**src/rtl/shift_word_receiver_if.sv**
```systemverilog
// Parallel word handshake between the serial receiver and its consumer.
// The receiver uses the master modport and the consumer uses the slave modport.
interface shift_word_receiver_if #(
  parameter int WIDTH = 8
);
  logic [WIDTH-1:0] q;
  logic             q_valid;
  logic             q_ready;

  modport master (
    output q,
    output q_valid,
    input  q_ready
  );

  modport slave (
    input  q,
    input  q_valid,
    output q_ready
  );
endinterface

```
**src/rtl/shift_word_receiver.sv**
```systemverilog
// Serial-in/parallel-out frame receiver (start, WIDTH data, [parity], stop) with a one-entry output buffer.
// Define PARITY_CHECK_EN to add even-parity checking and the parity_err output.
module shift_word_receiver #(
  parameter int WIDTH = 8
) (
  input  logic                 clk,
  input  logic                 CR,
  input  logic                 bit_en,
  input  logic                 sdi,
  input  logic                 dir,
  shift_word_receiver_if.master bus,
  output logic                 busy,
  output logic                 frame_err,
  output logic                 overrun,
  input  logic                 err_clr
`ifdef PARITY_CHECK_EN
  ,
  output logic                 parity_err
`endif
);

  localparam int CW = (WIDTH > 1) ? $clog2(WIDTH) : 1;
  localparam logic [CW-1:0] LAST_BIT = CW'(WIDTH - 1);

  typedef enum logic [1:0] {
    IDLE   = 2'd0,
    DATA   = 2'd1,
`ifdef PARITY_CHECK_EN
    PARITY = 2'd2,
`endif
    STOP   = 2'd3
  } state_t;

  state_t           state_reg, state_next;
  logic [WIDTH-1:0] sh_reg, sh_next;
  logic [CW-1:0]    cnt_reg, cnt_next;
  logic             dir_reg, dir_next;
  logic [WIDTH-1:0] q_reg, q_next;
  logic             q_valid_reg, q_valid_next;
  logic             frame_err_reg, frame_err_next;
  logic             overrun_reg, overrun_next;
  logic             word_done;
  logic             overrun_evt;
`ifdef PARITY_CHECK_EN
  logic             parity_err_reg, parity_err_next;
  logic             drop_reg, drop_next;
`endif

  // Both candidate shift results, one per direction, built bit by bit.
  logic [WIDTH-1:0] sh_lsb, sh_msb;

  genvar gi;
  generate
    for (gi = 0; gi < WIDTH; gi++) begin : g_shift
      if (gi == WIDTH - 1) begin : g_lsb_top
        assign sh_lsb[gi] = sdi;
      end else begin : g_lsb_mid
        assign sh_lsb[gi] = sh_reg[gi+1];
      end
      if (gi == 0) begin : g_msb_bot
        assign sh_msb[gi] = sdi;
      end else begin : g_msb_mid
        assign sh_msb[gi] = sh_reg[gi-1];
      end
    end
  endgenerate

  always_comb begin
    state_next     = state_reg;
    sh_next        = sh_reg;
    cnt_next       = cnt_reg;
    dir_next       = dir_reg;
    q_next         = q_reg;
    q_valid_next   = q_valid_reg;
    frame_err_next = 1'b0;
    overrun_next   = overrun_reg;
    word_done      = 1'b0;
    overrun_evt    = 1'b0;
`ifdef PARITY_CHECK_EN
    parity_err_next = 1'b0;
    drop_next       = drop_reg;
`endif

    case (state_reg)
      IDLE: begin
        if (bit_en && !sdi) begin
          state_next = DATA;
          dir_next   = dir;
          cnt_next   = '0;
`ifdef PARITY_CHECK_EN
          drop_next  = 1'b0;
`endif
        end
      end
      DATA: begin
        if (bit_en) begin
          sh_next = dir_reg ? sh_msb : sh_lsb;
          if (cnt_reg == LAST_BIT) begin
`ifdef PARITY_CHECK_EN
            state_next = PARITY;
`else
            state_next = STOP;
`endif
          end else begin
            cnt_next = cnt_reg + CW'(1);
          end
        end
      end
`ifdef PARITY_CHECK_EN
      PARITY: begin
        // Data plus parity bit must hold an even number of ones.
        if (bit_en) begin
          if ((^sh_reg) ^ sdi) begin
            parity_err_next = 1'b1;
            drop_next       = 1'b1;
          end
          state_next = STOP;
        end
      end
`endif
      STOP: begin
        if (bit_en) begin
          state_next = IDLE;
          if (sdi) begin
`ifdef PARITY_CHECK_EN
            word_done = !drop_reg;
`else
            word_done = 1'b1;
`endif
          end else begin
            frame_err_next = 1'b1;
          end
        end
      end
      default: state_next = IDLE;
    endcase

    // A consumer taking the old word makes room for the new one on the same edge.
    if (word_done) begin
      if (!q_valid_reg || bus.q_ready) begin
        q_next       = sh_reg;
        q_valid_next = 1'b1;
      end else begin
        overrun_evt = 1'b1;
      end
    end else if (q_valid_reg && bus.q_ready) begin
      q_valid_next = 1'b0;
    end

    if (overrun_evt) begin
      overrun_next = 1'b1;
    end else if (err_clr) begin
      overrun_next = 1'b0;
    end
  end

  always_ff @(posedge clk or posedge CR) begin
    if (CR) begin
      state_reg     <= IDLE;
      sh_reg        <= '0;
      cnt_reg       <= '0;
      dir_reg       <= 1'b0;
      q_reg         <= '0;
      q_valid_reg   <= 1'b0;
      frame_err_reg <= 1'b0;
      overrun_reg   <= 1'b0;
`ifdef PARITY_CHECK_EN
      parity_err_reg <= 1'b0;
      drop_reg       <= 1'b0;
`endif
    end else begin
      state_reg     <= state_next;
      sh_reg        <= sh_next;
      cnt_reg       <= cnt_next;
      dir_reg       <= dir_next;
      q_reg         <= q_next;
      q_valid_reg   <= q_valid_next;
      frame_err_reg <= frame_err_next;
      overrun_reg   <= overrun_next;
`ifdef PARITY_CHECK_EN
      parity_err_reg <= parity_err_next;
      drop_reg       <= drop_next;
`endif
    end
  end

  assign bus.q       = q_reg;
  assign bus.q_valid = q_valid_reg;
  assign busy        = (state_reg != IDLE);
  assign frame_err   = frame_err_reg;
  assign overrun     = overrun_reg;
`ifdef PARITY_CHECK_EN
  assign parity_err  = parity_err_reg;
`endif

endmodule
```
**src/flat_wrapper.sv**
```systemverilog
// flat-port wrapper written by rule: the top's interface ports become plain ports
module shift_word_receiver_flat 
#(
  parameter int WIDTH = 8
)
  (clk, CR, bit_en, sdi, dir, busy, frame_err, overrun, err_clr, bus_q, bus_q_valid, bus_q_ready);
  shift_word_receiver_if #(.WIDTH(WIDTH)) bus_i ();
  input  logic clk;
  input  logic CR;
  input  logic bit_en;
  input  logic sdi;
  input  logic dir;
  output logic busy;
  output logic frame_err;
  output logic overrun;
  input  logic err_clr;
  output wire logic [$bits(bus_i.q)-1:0] bus_q;
  output wire logic [$bits(bus_i.q_valid)-1:0] bus_q_valid;
  input wire logic [$bits(bus_i.q_ready)-1:0] bus_q_ready;
  assign bus_q = bus_i.q;
  assign bus_q_valid = bus_i.q_valid;
  assign bus_i.q_ready = bus_q_ready;
  shift_word_receiver #(.WIDTH(WIDTH)) u_core (.clk(clk), .CR(CR), .bit_en(bit_en), .sdi(sdi), .dir(dir), .bus(bus_i), .busy(busy), .frame_err(frame_err), .overrun(overrun), .err_clr(err_clr));
endmodule
```
**config.mk**
```make
export PLATFORM = sky130hd
export DESIGN_NAME = shift_word_receiver_flat
export DESIGN_NICKNAME = d
export VERILOG_FILES = /design/src/rtl/shift_word_receiver_if.sv /design/src/rtl/shift_word_receiver.sv /design/src/flat_wrapper.sv
export SDC_FILE = /design/constraint.sdc
export NUM_CORES = 1
export LEC_CHECK = 0
export BUFFER_PORTS_ARGS = -buffer_cell sky130_fd_sc_hd__buf_2
export CAP_MARGIN = 30
export CORE_AREA = 2 2 41 58
export CTS_CLUSTER_DIAMETER = 50
export DETAILED_ROUTE_END_ITERATION = 8
export DIE_AREA = 0 0 43 60
export PLACE_DENSITY_LB_ADDON = 0.25
export RECOVER_POWER = 100
export SYNTH_ARGS = -nofsm -noshare
export SYNTH_HDL_FRONTEND = slang
export SYNTH_SLANG_ARGS = --single-unit
```
**constraint.sdc**
```tcl
create_clock -name clk -period 2.6 [get_ports clk]
set_clock_uncertainty 0.05 [all_clocks]
set_input_delay 0.52 -clock clk [delete_from_list [all_inputs] [get_ports clk]]
set_output_delay 0.52 -clock clk [all_outputs]
set_load 0.005 [all_outputs]
```
# Word-level counts from Yosys, hierarchy flattened
# Index checks and enable logic that the tools add are counted.
[totals] register_bits=25 inputBits=7 output_inout_bits=12 word_cells=57
[op_classes] n_addsub=1 n_eq_ne=9 n_mux=23 n_reduce_logical=16
[ops] op="$mux W1" n=13
[ops] op="$mux W3" n=3
[ops] op="$mux W2" n=4
[ops] op="$mux W8" n=1
[ops] op="$ne A2 B2 Y1 const B" n=4
[ops] op="$reduce_and A2 Y1" n=4
[ops] op="$reduce_and A4 Y1" n=2
[ops] op="$reduce_bool A2 Y1" n=4
[ops] op="$pmux W2 S3" n=1
[ops] op="$pmux W3 S2" n=1
[ops] op="$ne A2 B1 Y1 const B" n=2
[ops] op="$add A3 B1 Y3 const B" n=1
[ops] op="$eq A3 B3 Y1 const B" n=1
[ops] op="$eq A2 B1 Y1 const B" n=1
[ops] op="$eq A2 B2 Y1 const B" n=1
[ops] op="$logic_and A1 B1 Y1" n=2
[ops] op="$logic_not A1 Y1" n=2
[ops] op="$logic_not A2 Y1" n=1
[ops] op="$logic_or A1 B1 Y1" n=1

# Logic depth before layout (Yosys ltp)
# Gate-level depths: netlist (run 1).
[logic_depth] ltp_word=5 ltp_mapped=5 depth_no_buf=5

# Worst setup path after synthesis (run 1)
# No wires, ideal clock.
[synth_timing] path_kind="input to register" from="input port bit_en" to="register u_core.q_reg[0] (netlist: u_core.bus.q[0])" setup_ps=125 arrival_ps=1344 t_required_ps=2425 path_slack_ps=1081 cell_stages=5 path_buffers=2 path_cell_list="buf_4 -> nand4_2 -> nor2b_2 -> buf_6 -> mux2_4"
[synth_between] elab_chain_len=3
[synth_lines] item="from (decl)" line_no="flat_wrapper.sv:10" text="input logic bit_en;"
[synth_lines] item="$mux W1" line_no="shift_word_receiver.sv:122" text="if (bit_en) begin"
[synth_lines] item="$mux W1" line_no="shift_word_receiver.sv:84" text="case (state_reg)"
[synth_lines] item="$reduce_and A2 Y1 (no line)"
[synth_lines] item="to (signal assigned)" line_no="shift_word_receiver.sv:176" text="q_reg <= q_next;"
[synth_lines] item="to (decl)" line_no="shift_word_receiver.sv:38" text="logic [WIDTH-1:0] q_reg, q_next;"
# No other way between the ends.
# A chain may end at the register's enable or synchronous reset.

# Final worst setup path (run 1)
[layout_timing] from="register u_core.state_reg[0]" to="register u_core.q_reg[7] (netlist: u_core.bus.q[7])"
[layout_between] elab_chain_len=3
[layout_lines] item="from (decl)" line_no="shift_word_receiver.sv:34" text="state_t state_reg, state_next;"
[layout_lines] item="from (signal assigned)" line_no="shift_word_receiver.sv:172" text="state_reg <= state_next;"
[layout_lines] item="$eq A2 B2 Y1" line_no="shift_word_receiver.sv:84"
[layout_lines] item="$mux W1" line_no="shift_word_receiver.sv:84"
[layout_lines] item="$reduce_and A2 Y1 (no line)"
# No other way between the ends.

==> impl_metrics.csv, run 1 <==
group,metric,value,unit
clocking,holdBufCountCts,0,
layout,nNetsFinal,119,
critical_path,cp-end-kind,"flop",
clocking,clk_latency,0.31,ns
grt,grt_overflow_total,0,
die,die_y,60,um
clocking,numCtsBuffers,3,
detailed_routing,drcViolationCount,0,
critical_path,critPathLaunchType,"flop",
clocking,cts_buffer_depth,2,
sta,slew_headroom,14.48,%
sta,tns,0,ns
detailed_routing,ant_nets,0,
sta,period_needed,2.040,ns
sta,slew_viol_final,0,
detailed_routing,avgViaCountPerCell,5.504,
hold_path,hold_path_class,"primary input to flop",
sta,timing.final.crit_share,78.46,%
run_status,status,"finished clean",
die,ioPinCount,19,
place,hpwl,1443,um
clocking,cts.sinks,25,
die,start_util,55.36,%
critical_path,critPathMaxFanout,11,
clocking,ctsResizeCount,0,
die,core_area,2102,um^2
sta,fmax,490.2,MHz
pwr,vdd_drop_max,519.2,uV
detailed_routing,drt_iter0_drc,6,
clocking,root_buffer,"clkbuf_4",
yosys,syn-num-nets,100,
yosys,synth_area,1164,um^2
yosys,ys_seq_area_share,53.76,%
die,fp.dieW,43,um
grt,grt_first_pass_wirelength,3243,um
layout,layout_common_cells,"25 x dfrtp_1, 12 x buf_2, 10 x nand2_1, 9 x o21ai_0",
yosys,synth_cell_type_count,26,
grt,antenna_found_initial,0,
grt,groute.usage.overall,17.13,%
detailed_routing,firstDrtPassIters,2,
sta,hold_viol,0,
pwr,p_total,1259,uW
clocking,cts_tree,"yes",
yosys,synthCells,91,
yosys,syn_area_per_cell,12.79,um^2
detailed_routing,wl,1919,um
layout,layout_commonest_cell,"dfrtp_1",
layout,nFillCells,198,
layout,drive_above_1_share,25.69,%
grt,grt_pass1_vias,694,
sta,holdWs,0.3575,ns
layout,antenna_cells,0,
layout,fin_area,1242,um^2
die,rows,20,
place,gp_congestion,0.6913,
sta,rsz0062_at_grt,"false",
place,placed_area,1241,um^2
detailed_routing,via_count,721,
sta,worst_slew_pin_slew,1.283,ns
critical_path,arrival,2.19,ns
yosys,yosysWarnings,0,
place,portBuffers,18,
detailed_routing,wire_per_inst,14.65,um
die,dieArea,2580,um^2
critical_path,critPathKind,"flop to flop",
yosys,ys_seq_elements,25,
grt,grt_max_degree,26,
clocking,cts_setup_buffers,0,
pwr,cellPowerDensity,1013,nW/um^2
layout,area_growth,6.774,%
pwr,p_leak,0.0006026,uW
layout,postLayoutCoreUtil,59.11,%
clocking,path_clk_slew,0.12,ns
critical_path,cp.required,2.75,ns
sta,setup_viol,0,
job,drv_cap,0,
clocking,cts.htree.levels,1,
metrics by stage:
stage / worst slack (ns) / std cells
6_report: 0.5600 / 131
2_1_floorplan: 1.081 / 91
3_3_place_gp: 0.7748 / 126
5_1_grt: 0.3828 / 131
4_1_cts: 0.7893 / 130
3_5_place_dp: 0.6926 / 126
kinds of logic (layout without fill, tap and decap cells):
group | count (synthesis) | after routing | synth area share, %
flops | 25 | 25 | 53.76
simple gates | 22 | 22 | 11.72
mux | 20 | 20 | 21.08
compound gates | 13 | 13 | 6.559
buf+inv | 9 | 27 | 4.730
fa+ha+maj | 2 | 2 | 2.150
worst paths after layout:
kind | cells past startpoint | slack, ns | startpoint | endpoint
worst max-delay path | 3 | 0.56 | u_core.state_reg[0] | u_core.bus.q[7]
min in group asynchronous | 3 | 0.56 | CR | u_core.sh_reg[2]
max in group asynchronous | 3 | 1.19 | CR | u_core.state_reg[0]
worst min register to register | 1 | 0.47 | u_core.bus.q[1] | u_core.bus.q[1]
worst min-delay path | 2 | 0.36 | err_clr | u_core.overrun
worst max register to register | 3 | 0.56 | u_core.state_reg[0] | u_core.bus.q[7]
power breakdown:
group / total, uW / internal [uW] / switching [uW]
clock: 165 / 57.3 / 108
sequential: 681 / 531 / 150
combinational: 412 / 250 / 162
critical path: stages, from the launching register on:
cell and delay (ns):
dfrtp_1 0.54, nand4_1 0.20, nor2b_1 0.80, mux2_4 0.35
final cells by class:
| class | instances | area (um^2) | share of cell area, % |
|---|---|---|---|
| clock buffers | 3 | 22.52 | 1.813 |
| repair buffers | 19 | 86.33 | 6.949 |
| inverters | 4 | 15.01 | 1.208 |
| clock inverters | 1 | 5.005 | 0.4028 |
| flip-flops and latches | 25 | 625.6 | 50.35 |
| well taps | 22 | 27.53 | 2.216 |
| multi-input cells | 57 | 460.4 | 37.06 |
synth_stat cells:
cell / instances / area (um^2)
and2_1: 1 / 6.260
mux2_2: 3 / 33.78
and3_1: 2 / 12.51
o21ai_0: 9 / 45.04
nor2b_2: 1 / 8.760
clkbuf_2: 1 / 5.000
buf_4: 1 / 7.510
buf_6: 2 / 22.52
mux2_4: 8 / 120.1
o2111ai_2: 1 / 15.01
or2_4: 1 / 8.760
nand4_2: 1 / 12.51
nand3b_1: 2 / 15.01
nor3b_1: 1 / 7.510
nand2_1: 10 / 37.54
o22ai_1: 1 / 6.260
nor3b_2: 1 / 12.51
mux2_1: 1 / 11.26
a21oi_1: 2 / 10.01
nand2b_1: 1 / 6.260
buf_2: 1 / 5.000
dfrtp_1: 25 / 625.6
inv_1: 4 / 15.01
ha_1: 2 / 25.02
mux2i_1: 8 / 80.08
and4_1: 1 / 8.760
layer usage:
layer | vias to the layer above | GRT usage [%] | wire length [um]
li1 | 358 | - | -
met2 | 9 | 30.09 | 1046
met1 | 352 | 21.70 | 809
met3 | 2 | 1.813 | 43
met4 | 0 | 6.494 | 19
met5 | - | 0 | 0
Power figures use the tool's default switching activity.
==> inputs of run 2 (changes only) <==
--- a/config.mk
+++ b/config.mk
@@ -5,12 +5,13 @@
 export SDC_FILE = /design/constraint.sdc
 export NUM_CORES = 1
 export LEC_CHECK = 0
+export ABC_AREA = 1
 export BUFFER_PORTS_ARGS = -buffer_cell sky130_fd_sc_hd__buf_2
 export CAP_MARGIN = 30
-export CORE_AREA = 2 2 41 58
+export CORE_AREA = 2 2 43 60
 export CTS_CLUSTER_DIAMETER = 50
 export DETAILED_ROUTE_END_ITERATION = 8
-export DIE_AREA = 0 0 43 60
+export DIE_AREA = 0 0 45 62
 export PLACE_DENSITY_LB_ADDON = 0.25
 export RECOVER_POWER = 100
 export SYNTH_ARGS = -nofsm -noshare
==> constraint.sdc (replaced) <==
create_clock -name clk -period 2.1 [get_ports clk]
set_clock_uncertainty 0.05 [all_clocks]
set_input_delay 0.42 -clock clk [delete_from_list [all_inputs] [get_ports clk]]
set_output_delay 0.42 -clock clk [all_outputs]
set_load 0.005 [all_outputs]
==> run 2 against run 1 <==
Against the previous run:
- fmax is 24% higher
- sequential power increased by 13%
- register-to-register slack worse by 0.10 ns
- highest routed layer unchanged
- clock power is 28% higher
- first-iteration DRC count grew 100%
==> impl_metrics.csv, run 2 <==
group,metric,value,unit
yosys,netlist.area_leader.share,53.65,%
critical_path,cp.required,2.22,ns
yosys,synth_commonest_cells,"38 x nand2_1, 25 x dfrtp_1, 21 x o21ai_0, 18 x inv_1, 8 x o21ai_2",
yosys,syn_area_per_cell,8.902,um^2
critical_path,critPathMaxStageDelay,0.64,ns
grt,groute.usage.overall,15.02,%
grt,grt_max_degree,26,
yosys,yosysWarnings,0,
die,ioPinCount,19,
hold_path,holdPathStages,2,
yosys,synth_cell_type_count,17,
yosys,synth_area_leaders,"dfrtp_1 54%, nand2_1 12%, o21ai_0 9.0%, o21ai_2 6.0%, inv_1 5.8%",
critical_path,arrival,1.76,ns
die,dieArea,2790,um^2
clocking,cts_setup_buffers,0,
yosys,postSynth.asyncResetShare,100.0,%
detailed_routing,avgViaCountPerCell,5.139,
clocking,root_buffer,"clkbuf_4",
yosys,synth_area_leader_cell,"dfrtp_1",
critical_path,cp-end-kind,"flop",
detailed_routing,via_count,889,
detailed_routing,drt_iter0_drc,12,
critical_path,rr_worst_depth,4,
pwr,vdd_drop_max,535.7,uV
layout,layout_common_cells,"40 x nand2_1, 29 x o21ai_0, 25 x dfrtp_1, 18 x inv_1, 15 x buf_2",
critical_path,reg2reg_to,"u_core.sh_reg[6]",
pwr,p_leak,0.0006182,uW
sta,worst_slew_pin_slew,1.275,ns
detailed_routing,wl,1892,um
critical_path,path_buf_inv,1,
run_status,status,"finished clean",
detailed_routing,ant_nets,0,
layout,layout_commonest_cell,"nand2_1",
critical_path,cp_top_family,"simple AND/OR/NAND/NOR gates",
detailed_routing,drcViolationCount,0,
die,die_y,62,um
die,fp.dieW,45,um
place,hpwl,1366,um
hold_path,hp-start,"err_clr",
sta,timing.final.crit_share,78.25,%
job,drv_cap,0,
grt,grt_overflow_total,0,
yosys,synth-main-ff-cell,"dfrtp_1",
grt,antenna_found_initial,0,
clocking,ctsResizeCount,0,
clocking,path_clk_slew,0.12,ns
critical_path,critPathLaunchType,"flop",
sta,fmax,608.5,MHz
critical_path,reg2reg_slack,0.46,ns
sta,slew_viol_final,0,
clocking,cts_buffer_depth,2,
grt,grt_first_pass_wirelength,3084,um
critical_path,crit_chain,"inv_1 > nand2_1 > nor2_1 > o21ai_0",
sta,hold_viol,0,
layout,drive_above_1_share,12.67,%
layout,antenna_cells,0,
yosys,synth_area,1166,um^2
pwr,cellPowerDensity,1179,nW/um^2
sta,rsz0062_at_grt,"false",
detailed_routing,wire_per_inst,10.94,um
yosys,synth.most_common_cell,"nand2_1",
layout,postLayoutCoreUtil,52.92,%
clocking,cts.htree.levels,1,
sta,period_needed,1.643,ns
place,portBuffers,18,
die,core_area,2312,um^2
sta,setup_viol,0,
clocking,cts_tree,"yes",
clocking,clk_latency,0.32,ns
hold_path,whs_endpoint,"u_core.overrun",
clocking,numCtsBuffers,3,
layout,nNetsFinal,160,
detailed_routing,firstDrtPassIters,5,
clocking,cts.sinks,25,
critical_path,crit_slowest_cell,"nor2_1",
critical_path,critPathMaxFanout,16,
yosys,ys_seq_elements,25,
layout,area_growth,4.935,%
yosys,ys_seq_area_share,53.65,%
yosys,syn-num-nets,140,
sta,slew_headroom,15.02,%
clocking,holdBufCountCts,0,
yosys,synth_edf_count,0,
yosys,synthCells,131,
grt,grt_pass1_vias,792,
die,start_util,50.43,%
hold_path,hold_path_class,"primary input to flop",
critical_path,critPathKind,"flop to flop",
sta,tns,0,ns
place,gp_congestion,0.7400,
critical_path,rr_startpoint,"u_core.state_reg[1]",
die,rows,21,
run 2: power by group:
part	leakage, uW	total (uW)	switching (uW)	internal, uW
combinational	0.000276	463	275	188
clock	0.0000150	212	138	74.3
sequential	0.000327	767	121	646
total	0.000618	1440	534	908
run 2: worst max-delay path by stage:
stage / start / end / slack [ns] / cells past startpoint
floorplan: u_core.cnt_reg[0] / u_core.cnt_reg[0] / 0.82 / 6
global placement: u_core.cnt_reg[0] / u_core.cnt_reg[0] / 0.78 / 6
detailed placement: u_core.cnt_reg[0] / u_core.cnt_reg[2] / 0.70 / 5
CTS: u_core.state_reg[1] / busy / 0.47 / 3
global route: u_core.state_reg[1] / u_core.sh_reg[0] / 0.28 / 4
finish: u_core.state_reg[1] / u_core.sh_reg[6] / 0.46 / 4
run 2: kinds of logic after synthesis:
| logic type | share of synthesized area (%) |
|---|---|
| AND/OR/NAND/NOR | 19.53 |
| AO/OA/AOI/OAI | 16.09 |
| flip-flops | 53.65 |
| buffers and inverters | 8.583 |
| adder cells (fa/ha/maj) | 2.146 |
run 2: layout make-up:
type	instances	area, um^2
sequential	25	625.6
timing repair buffer	19	90.09
fill	242	1089
inverter	18	67.56
multi-input combinational	84	385.4
tap	23	28.78
clock buffer	4	26.28
run 2: metrics by stage:
stage	setup WS, ns	power (uW)	instance area (um^2)	std cells	hold WS (ns)
2_1_floorplan	0.8219	1172	1166	131	0.3973
3_3_place_gp	0.7803	1284	1260	169	0.4097
3_5_place_dp	0.6957	1314	1260	169	0.4129
4_1_cts	0.4718	1520	1286	173	0.08552
5_1_grt	0.2762	1575	1224	173	0.2425
6_report	0.4567	1442	1224	173	0.2383
run 2: per-layer routing:
layer | vias to the layer above | track usage [%] | share of wire [%]
li1 | 452 | - | -
met1 | 416 | 17.23 | 46
met2 | 16 | 26.94 | 50
met3 | 5 | 1.734 | 2.6
met4 | 0 | 7.983 | 1.8
met5 | - | 0 | 0
